--- src/rtl/hashed_pbp.sv ---
// Hashed perceptron branch predictor: single-cycle lookup against a weight table,
// with a speculative/architectural global-history pair and a one-cycle training FSM.
module hashed_pbp #(
  parameter int W_BITS      = 8,
  parameter int HIST_LEN    = 12,
  parameter int NUM_ENTRIES = 16,
  parameter int THETA       = 37,
  parameter int HASH        = 1,
  localparam int YW         = W_BITS + $clog2(HIST_LEN + 1)
) (
  input  logic                 clk,
  input  logic                 rst,
  input  logic                 pred_valid,
  input  logic [31:0]          pred_pc,
  output logic                 pred_taken,
  output logic signed [YW-1:0] pred_y,
  output logic [HIST_LEN-1:0]  pred_ghr,
  input  logic                 upd_valid,
  output logic                 upd_ready,
  input  logic [31:0]          upd_pc,
  input  logic                 upd_taken,
  input  logic                 upd_pred_taken,
  input  logic signed [YW-1:0] upd_y,
  input  logic [HIST_LEN-1:0]  upd_ghr,
  output logic                 mispredict,
  output logic                 init_done
);

  localparam int IDX = $clog2(NUM_ENTRIES);

  typedef logic signed [W_BITS-1:0] w_t;
  typedef enum logic [1:0] {INIT, IDLE, TRAIN} state_t;

  localparam w_t              W_MAX   = w_t'((1 << (W_BITS - 1)) - 1);
  localparam w_t              W_MIN   = -W_MAX;
  localparam logic signed [YW-1:0] THETA_Y = YW'(THETA);

  state_t              state_q;
  logic [IDX-1:0]      init_cnt_q;
  logic                ready_q;
  logic                done_q;
  logic [HIST_LEN-1:0] spec_ghr_q;
  logic [HIST_LEN-1:0] arch_ghr_q;
  logic [IDX-1:0]      trn_idx_q;
  logic                trn_en_q;
  logic                trn_taken_q;
  logic [HIST_LEN-1:0] trn_ghr_q;
  w_t                  tbl_q [NUM_ENTRIES][HIST_LEN+1];

  logic                 accept;
  logic                 within_theta;
  logic [IDX-1:0]       pred_idx;
  logic [IDX-1:0]       upd_idx;
  logic signed [YW-1:0] y_raw;
  logic                 unused_bits;

  function automatic logic signed [YW-1:0] sx(input w_t w);
    return {{(YW - W_BITS){w[W_BITS-1]}}, w};
  endfunction

  function automatic w_t sat_step(input w_t w, input logic up);
    if (up) begin
      return (w == W_MAX) ? w : w + w_t'(1);
    end else begin
      return (w == W_MIN) ? w : w - w_t'(1);
    end
  endfunction

  assign pred_idx = pred_pc[IDX+1:2] ^ ((HASH != 0) ? spec_ghr_q[IDX-1:0] : '0);
  assign upd_idx  = upd_pc[IDX+1:2]  ^ ((HASH != 0) ? upd_ghr[IDX-1:0]    : '0);

  assign accept       = upd_valid & ready_q;
  assign mispredict   = accept & (upd_taken != upd_pred_taken);
  assign within_theta = (upd_y <= THETA_Y) && (upd_y >= -THETA_Y);

  assign upd_ready = ready_q;
  assign init_done = done_q;
  assign pred_ghr  = spec_ghr_q;

  always_comb begin
    y_raw = sx(tbl_q[pred_idx][HIST_LEN]);
    for (int unsigned i = 0; i < HIST_LEN; i++) begin
      y_raw = spec_ghr_q[i] ? y_raw + sx(tbl_q[pred_idx][i])
                            : y_raw - sx(tbl_q[pred_idx][i]);
    end
  end

  assign pred_y     = done_q ? y_raw : '0;
  assign pred_taken = done_q & ~y_raw[YW-1] & (y_raw != '0);

  assign unused_bits = ^{pred_pc[31:IDX+2], pred_pc[1:0], upd_pc[31:IDX+2], upd_pc[1:0]};

  always_ff @(posedge clk) begin
    if (!rst) begin
      state_q     <= INIT;
      init_cnt_q  <= '0;
      ready_q     <= 1'b0;
      done_q      <= 1'b0;
      spec_ghr_q  <= '0;
      arch_ghr_q  <= '0;
      trn_idx_q   <= '0;
      trn_en_q    <= 1'b0;
      trn_taken_q <= 1'b0;
      trn_ghr_q   <= '0;
    end else begin
      case (state_q)
        INIT: begin
          init_cnt_q <= init_cnt_q + 1'b1;
          if (init_cnt_q == IDX'(NUM_ENTRIES - 1)) begin
            state_q <= IDLE;
            ready_q <= 1'b1;
            done_q  <= 1'b1;
          end
        end
        IDLE: begin
          if (accept) begin
            state_q     <= TRAIN;
            ready_q     <= 1'b0;
            trn_idx_q   <= upd_idx;
            trn_en_q    <= (upd_taken != upd_pred_taken) | within_theta;
            trn_taken_q <= upd_taken;
            trn_ghr_q   <= upd_ghr;
          end
        end
        TRAIN: begin
          state_q <= IDLE;
          ready_q <= 1'b1;
        end
        default: begin
          state_q    <= INIT;
          init_cnt_q <= '0;
          ready_q    <= 1'b0;
          done_q     <= 1'b0;
        end
      endcase

      if (accept) begin
        arch_ghr_q <= {arch_ghr_q[HIST_LEN-2:0], upd_taken};
      end
      // A resolved misprediction rebuilds speculative history from the committed copy,
      // discarding any same-cycle speculative shift.
      if (mispredict) begin
        spec_ghr_q <= {arch_ghr_q[HIST_LEN-2:0], upd_taken};
      end else if (pred_valid && done_q) begin
        spec_ghr_q <= {spec_ghr_q[HIST_LEN-2:0], pred_taken};
      end
    end
  end

  always_ff @(posedge clk) begin
    if (rst) begin
      if (state_q == INIT) begin
        for (int unsigned i = 0; i <= HIST_LEN; i++) begin
          tbl_q[init_cnt_q][i] <= '0;
        end
      end else if (state_q == TRAIN && trn_en_q) begin
        for (int unsigned i = 0; i < HIST_LEN; i++) begin
          tbl_q[trn_idx_q][i] <= sat_step(tbl_q[trn_idx_q][i], trn_ghr_q[i] == trn_taken_q);
        end
        tbl_q[trn_idx_q][HIST_LEN] <= sat_step(tbl_q[trn_idx_q][HIST_LEN], trn_taken_q);
      end
    end
  end

endmodule

--- config.mk ---
export PLATFORM = sky130hd
export DESIGN_NAME = hashed_pbp
export DESIGN_NICKNAME = d
export VERILOG_FILES = /design/src/rtl/hashed_pbp.sv
export SDC_FILE = /design/constraint.sdc
export NUM_CORES = 2
export LEC_CHECK = 0
export CAP_MARGIN = 0
export CORE_MARGIN = 5
export CORE_UTILIZATION = 35
export DETAILED_ROUTE_END_ITERATION = 7
export PLACE_DENSITY = 0.55
export SLEW_MARGIN = 30
export SYNTH_ARGS = -nofsm -noshare
export SYNTH_HDL_FRONTEND = slang
export SYNTH_SLANG_ARGS = --single-unit
--- constraint.sdc ---
create_clock -name clk -period 23.2 [get_ports clk]
set_input_delay 4.64 -clock clk [delete_from_list [all_inputs] [get_ports clk]]
set_output_delay 4.64 -clock clk [all_outputs]
set_load 0.01 [all_outputs]
* After elaboration in Yosys (flattened, before gate mapping)
Memories as Yosys holds them, arrays and structs flattened. A register that Yosys moved wholly into a read port is not among the register bits. Index checks and enable logic that the tools add are counted.
Storage, ports and cells: bits in writable memories 1664, flip-flop bits (word level) 49, bits of input ports 94, memories 1, word-level logic and storage cells 241
Cells by class: mux-type cells 113, $lt $le $gt $ge 2, eq/ne operators 44, add/sub/neg operators 51, bitwise gates (word level) 9, reduce and logical (&&, ||, !) cells 11
Memories:
- tbl_q | depth 16, width 104, rd ports 2, clocked after Yosys merged registers in 1, wr ports 1, RTL line 48 | w_t tbl_q [NUM_ENTRIES][HIST_LEN+1];
Operators with widths (number):
- $mux W8 | 78
- $eq A8 B8 Y1 const B | 26
- $mux W12 | 15
- $add A12 B8 Y12 | 11
- $sub A12 B8 Y12 | 11
- $add A8 B2 Y8 const B | 13
- $mux W104 | 1
- $reduce_or A104 Y1 | 1
- $sub A8 B2 Y8 const B | 13
- $eq A1 B1 Y1 | 12
- $ge A12 B7 Y1 const B | 1
- $le A12 B7 Y1 const B | 1
- $mux W4 | 3
- $reduce_bool A12 Y1 | 1
- $mux W1 | 10
- $add A8 B8 Y9 | 1
- $sub A8 B8 Y9 | 1
- $pmux W4 S2 | 1
- $xor A4 B4 Y4 | 2
- $pmux W2 S3 | 1
- $reduce_and A2 Y1 | 3
- $add A4 B1 Y4 const B | 1
- $and A1 B1 Y1 | 4
- $eq A4 B4 Y1 const B | 1
- 13 further kinds | 18

* Depth between registers and ports, before layout
An unclocked memory read counts as a cell.
word-level depth 31, mapped depth 61, gate-level depth less buffers 51

* Worst setup path before layout
OpenSTA, ideal clock, no wires.
kind input to output, start point input pred_pc[2], end point output pred_y[11], arrival time 17.119 ns, data required time 18.560 ns, path buffers 11, setup slack 1.441 ns, stages 43, cells stage by stage buf_4 -> xor2_2 -> buf_6 -> buf_8 -> buf_8 -> buf_6 -> buf_6 -> buf_6 -> buf_6 -> buf_6 -> buf_2 -> buf_1 -> mux4_2 -> mux4_2 -> ha_1 -> fa_1 -> fa_1 -> fa_1 -> [7 not listed] -> fa_1 -> fa_1 -> fa_1 -> a21o_1 -> a21oi_1 -> o21bai_1 -> a21oi_1 -> o21bai_1 -> a21oi_1 -> xnor2_1 -> ha_1 -> and4_1 -> a2111oi_0 -> o21bai_1 -> a21oi_1 -> xor3_1 -> xor3_1 -> and2_1
On the way: longest elaborated chain between the ends 27, elaborated cells on any way between the ends 39, those cells by class add/sub: 24; mux: 13; bitwise: 1; memory: 1
Ends and longest elaborated chain:
- start, declared | RTL line 14 | input logic [31:0] pred_pc,
- $xor A4 B4 Y4 (*) | RTL line 69 | assign pred_idx = pred_pc[IDX+1:2] ^ ((HASH != 0) ? spec_ghr_q[IDX-1:0] : '0);
- $mem_v2 Z16 W104 (*)
- $sub A8 B8 Y9 / $add A8 B8 Y9 (equally long branches) | RTL line 84, 83
- $mux W12 | RTL line 83 | y_raw = spec_ghr_q[i] ? y_raw + sx(tbl_q[pred_idx][i])
- $sub A12 B8 Y12 / $add A12 B8 Y12 (equally long branches) | RTL line 84, 83
- $mux W12 | RTL line 83
- $sub A12 B8 Y12 / $add A12 B8 Y12 (equally long branches) | RTL line 84, 83
- $mux W12 | RTL line 83
- [11 not listed]
- $mux W12 | RTL line 83
- $sub A12 B8 Y12 / $add A12 B8 Y12 (equally long branches) | RTL line 84, 83
- $mux W12 | RTL line 83
- $sub A12 B8 Y12 / $add A12 B8 Y12 (equally long branches) | RTL line 84, 83
- $mux W12 | RTL line 83
- $sub A12 B8 Y12 / $add A12 B8 Y12 (equally long branches) | RTL line 84, 83
- $mux W12 (*) | RTL line 83
- $mux W12 (*) | RTL line 88 | assign pred_y = done_q ? y_raw : '0;
- end, declared | RTL line 16 | output logic signed [YW-1:0] pred_y,
Every way passes the cells marked *; elsewhere a longest branch is shown, timed or not.

* Final worst setup path
start point input pred_pc[2], end point output pred_taken
On the way: longest elaborated chain between the ends 29, elaborated cells on any way between the ends 42, those cells by class add/sub: 24; mux: 12; bitwise: 4; reduce/logical: 1; memory: 1
Ends and longest elaborated chain:
- $xor A4 B4 Y4 (*) | RTL line 69
- $mem_v2 Z16 W104 (*)
- $sub A8 B8 Y9 / $add A8 B8 Y9 (equally long branches) | RTL line 84, 83
- $mux W12 | RTL line 83
- $sub A12 B8 Y12 / $add A12 B8 Y12 (equally long branches) | RTL line 84, 83
- $mux W12 | RTL line 83
- $sub A12 B8 Y12 / $add A12 B8 Y12 (equally long branches) | RTL line 84, 83
- $mux W12 | RTL line 83
- [12 not listed]
- $sub A12 B8 Y12 / $add A12 B8 Y12 (equally long branches) | RTL line 84, 83
- $mux W12 | RTL line 83
- $sub A12 B8 Y12 / $add A12 B8 Y12 (equally long branches) | RTL line 84, 83
- $mux W12 | RTL line 83
- $sub A12 B8 Y12 / $add A12 B8 Y12 (equally long branches) | RTL line 84, 83
- $mux W12 (*) | RTL line 83
- parallel branches: the longest is 2 deep, another holds $reduce_bool A12 Y1
- $and A1 B1 Y1 (*) | RTL line 89 | assign pred_taken = done_q & ~y_raw[YW-1] & (y_raw != '0);
- end, declared | RTL line 15 | output logic pred_taken,
Mark *: on every way between the ends.

==> metrics.md <==
| Metric | Value |
|---|---|
| Max Clock Freq | `0.0442 GHz` |
| Highest-delay cell along the critical path | `fa_1` |
| Syn avg cell area | `16.5 um^2` |
| CTS root buf | `clkbuf_16` |
| Die area | `270000 um^2` |
| Hold WS | `469 ps` |
| Worst slack, placed | `240 ps` |
| Fin area | `102000 um^2` |
| Worst path most repeated cell | `fa_1` |
| Final hold viol count | `0` |
| CP top delay family | `adder cells` |
| Row cnt | `187` |
| Boundary Pins | `122` |
| Number of unique standard cell types used by synthesis | `75` |
| Clock tree buffer depth | `3` |
| Synth area leader | `edfxtp_1` |
| ANT nets after route | `0` |
| Remaining global-route overflow | `0` |
| Die height | `520 um` |
| Max-slew violations | `0` |
| Post-synthesis cell area | `91000 um^2` |
| Crit path largest cell delay | `650 ps` |
| Period utilization | `97.6%` |
| YS warnings | `0` |
| Final setup fails | `0` |
| Port Buf Inserts | `65` |
| Worst slew pin tran | `1090 ps` |
| Worst EP required | `18560 ps` |
| Routed WL | `257000 um` |
| Area of placed instances | `96000 um^2` |
| Endpoint type of the worst setup path | `primary output` |
| Post-synth top area share | `54.9%` |
| Total core area | `259000 um^2` |
| Skew final | `39.9 ps` |
| Initial core utilization | `35.1%` |
| Max_cap viols | `0` |
| RD Place Congestion | `0.809` |
| Placed cell count | `8843` |
| Syn_nets | `5808` |
| Clock transition at path regs | `60 ps` |
| Post-Layout Cell Count | `9187` |
| Sequential share of the synthesized area | `56.0%` |
| Routed wire per std cell | `27.9 um` |
| DR iter-0 viols | `5182` |
| Main flop type after synthesis | `edfxtp_1` |
| Vias/cell | `5.85` |
| Area Growth Syn to Fin | `12.4%` |
| Total iterations of the first detailed-routing run | `6` |
| Fraction of layout cells with a size suffix above 1 | `25.7%` |
| Crit start category | `input pin` |
| CTS H-tree lvls | `4` |
| First-pass GRT wire length | `375000 um` |
| Worst EP arrival | `18000 ps` |
| Hold buffer count at cts | `0` |
| Clock latency on the worst-skew pair | `830 ps` |
| Initial antenna violation count | `1` |
| Min Clock Period, post-route | `22640 ps` |
| Critical Setup Path Class | `input pin to primary output` |
| Vias in the first global route | `54400` |
| Largest net degree at the start of global routing | `125` |
| Tot GR Track Use | `18.6%` |
| Rel. slew slack | `27.4%` |
| # diodes | `0` |
| Die width | `520 um` |
| Outcome | `complete, no violations` |
| DRC errors left | `0` |
| Worst-path fanout max | `5` |
| Vias | `53800` |
| # nets final | `5924` |
| Synthesized instance count | `5518` |
| Worst hold path class | `register to register` |
| #FFs+latches synth | `1716` |
| Critical path buffer and inverter count | `11` |
| Synth top area cells | `edfxtp_1 55%, mux4_2 23%, ha_1 2.5%, mux2i_1 2.0%, xnor2_1 1.8%` |
| Async S/R FF share, synth | `0%` |
| Final worst-path setup slack | `558 ps` |
| Post-synth EDFFs | `1664` |
| Hpwl dp | `149000 um` |
| Num CTS Buffers | `182` |
| CTS tree | `built` |
| Sink Count | `1716` |
worst paths after layout:
check,start,endpoint,slack (ps),cells after the start
max,pred_pc[2],pred_taken,560,47
min,arch_ghr_q[9],arch_ghr_q[10],470,2
max reg2reg,pred_ghr[0],pred_ghr[0],10010,47
min reg2reg,arch_ghr_q[9],arch_ghr_q[10],470,2
kinds of logic after synthesis:
family | share of synthesized area, %
xor+xnor | 3.35
flops | 56.0
simple gates | 5.34
buf+inv | 2.58
fa+ha+maj | 2.79
mux | 25.6
compound gates | 4.32
cell type report:
| cell class | count | area (um^2) |
|---|---|---|
| Clock inverter | 122 | 1410 |
| Sequential cell | 1716 | 51000 |
| Inverter | 130 | 488 |
| Tap cell | 3402 | 4260 |
| Fill cell | 23500 | 157000 |
| Multi-Input combinational cell | 3354 | 38100 |
| Clock buffer | 213 | 4730 |
| Timing Repair Buffer | 250 | 2390 |
per-stage QoR:
stage	util, %	setup TNS [ps]
6_report	39.5	0
3_5_place_dp	37.0	0
3_3_place_gp	37.0	0
2_1_floorplan	-	0
5_1_grt	39.5	-9.28
4_1_cts	39.4	0
layout by cell type, fill, tap and decap left out, types with 26 or more instances in the layout:
cell type and n:
a211oi_1 36, a21o_1 41, a21oi_1 210, and2_1 27, buf_4 153, clkbuf_1 27
clkbuf_16 184, clkdlybuf4s50_1 64, clkinv_1 37, clkinv_2 27, dfxtp_1 47, edfxtp_1 1664
ha_1 184, inv_1 129, mux2i_1 185, mux4_2 924, nand2_1 344, nand2b_1 29
nand3_1 129, nor2_1 304, nor2_2 26, nor3_1 69, o21ai_0 82, o21bai_1 44
xnor2_1 184, xor2_1 126
repair_timing:
item | 4_1_cts | 5_1_grt
setup endpoints to repair | 0 | 2
gates resized for setup | 0 | 10
setup buffers | 0 | 8
registers in the layout (all words and copies together) (netlist names), named ones only:
name	cells
arch_ghr_q	11
trn_idx_q	4
state_q	2
trn_en_q	1
tbl_q	1664
trn_taken_q	1
pred_ghr	12
init_cnt_q	4
init_done	1
trn_ghr_q	12
cells in the mapped netlist, types with 28 or more instances:
master / count
inv_1: 130
a211oi_1: 37
clkbuf_1: 110
xnor2_1: 189
nand2_1: 344
o21bai_1: 44
xor2_1: 129
buf_6: 36
nand3_1: 129
edfxtp_1: 1664
a21oi_1: 215
a31oi_1: 28
dfxtp_1: 52
nand2b_1: 29
nor2_1: 346
buf_2: 82
o21ai_0: 84
mux4_2: 924
a21o_1: 41
buf_4: 44
ha_1: 184
buf_1: 36
nor3_1: 69
mux2i_1: 186
worst min-delay path: stages (launching register included):
cell and delay [ps]:
dfxtp_1 320, nand2_1 60, a21oi_1 50
metal layers:
layer | part of all wire (%) | track usage [%]
met1 | 44 | 26.4
met2 | 48 | 30.4
met3 | 5.8 | 2.48
met5 | 0 | 0
met4 | 2.3 | 4.42
Power is not shown: default switching activity piles up to over one toggle a cycle in this logic, so the estimate is an artifact.
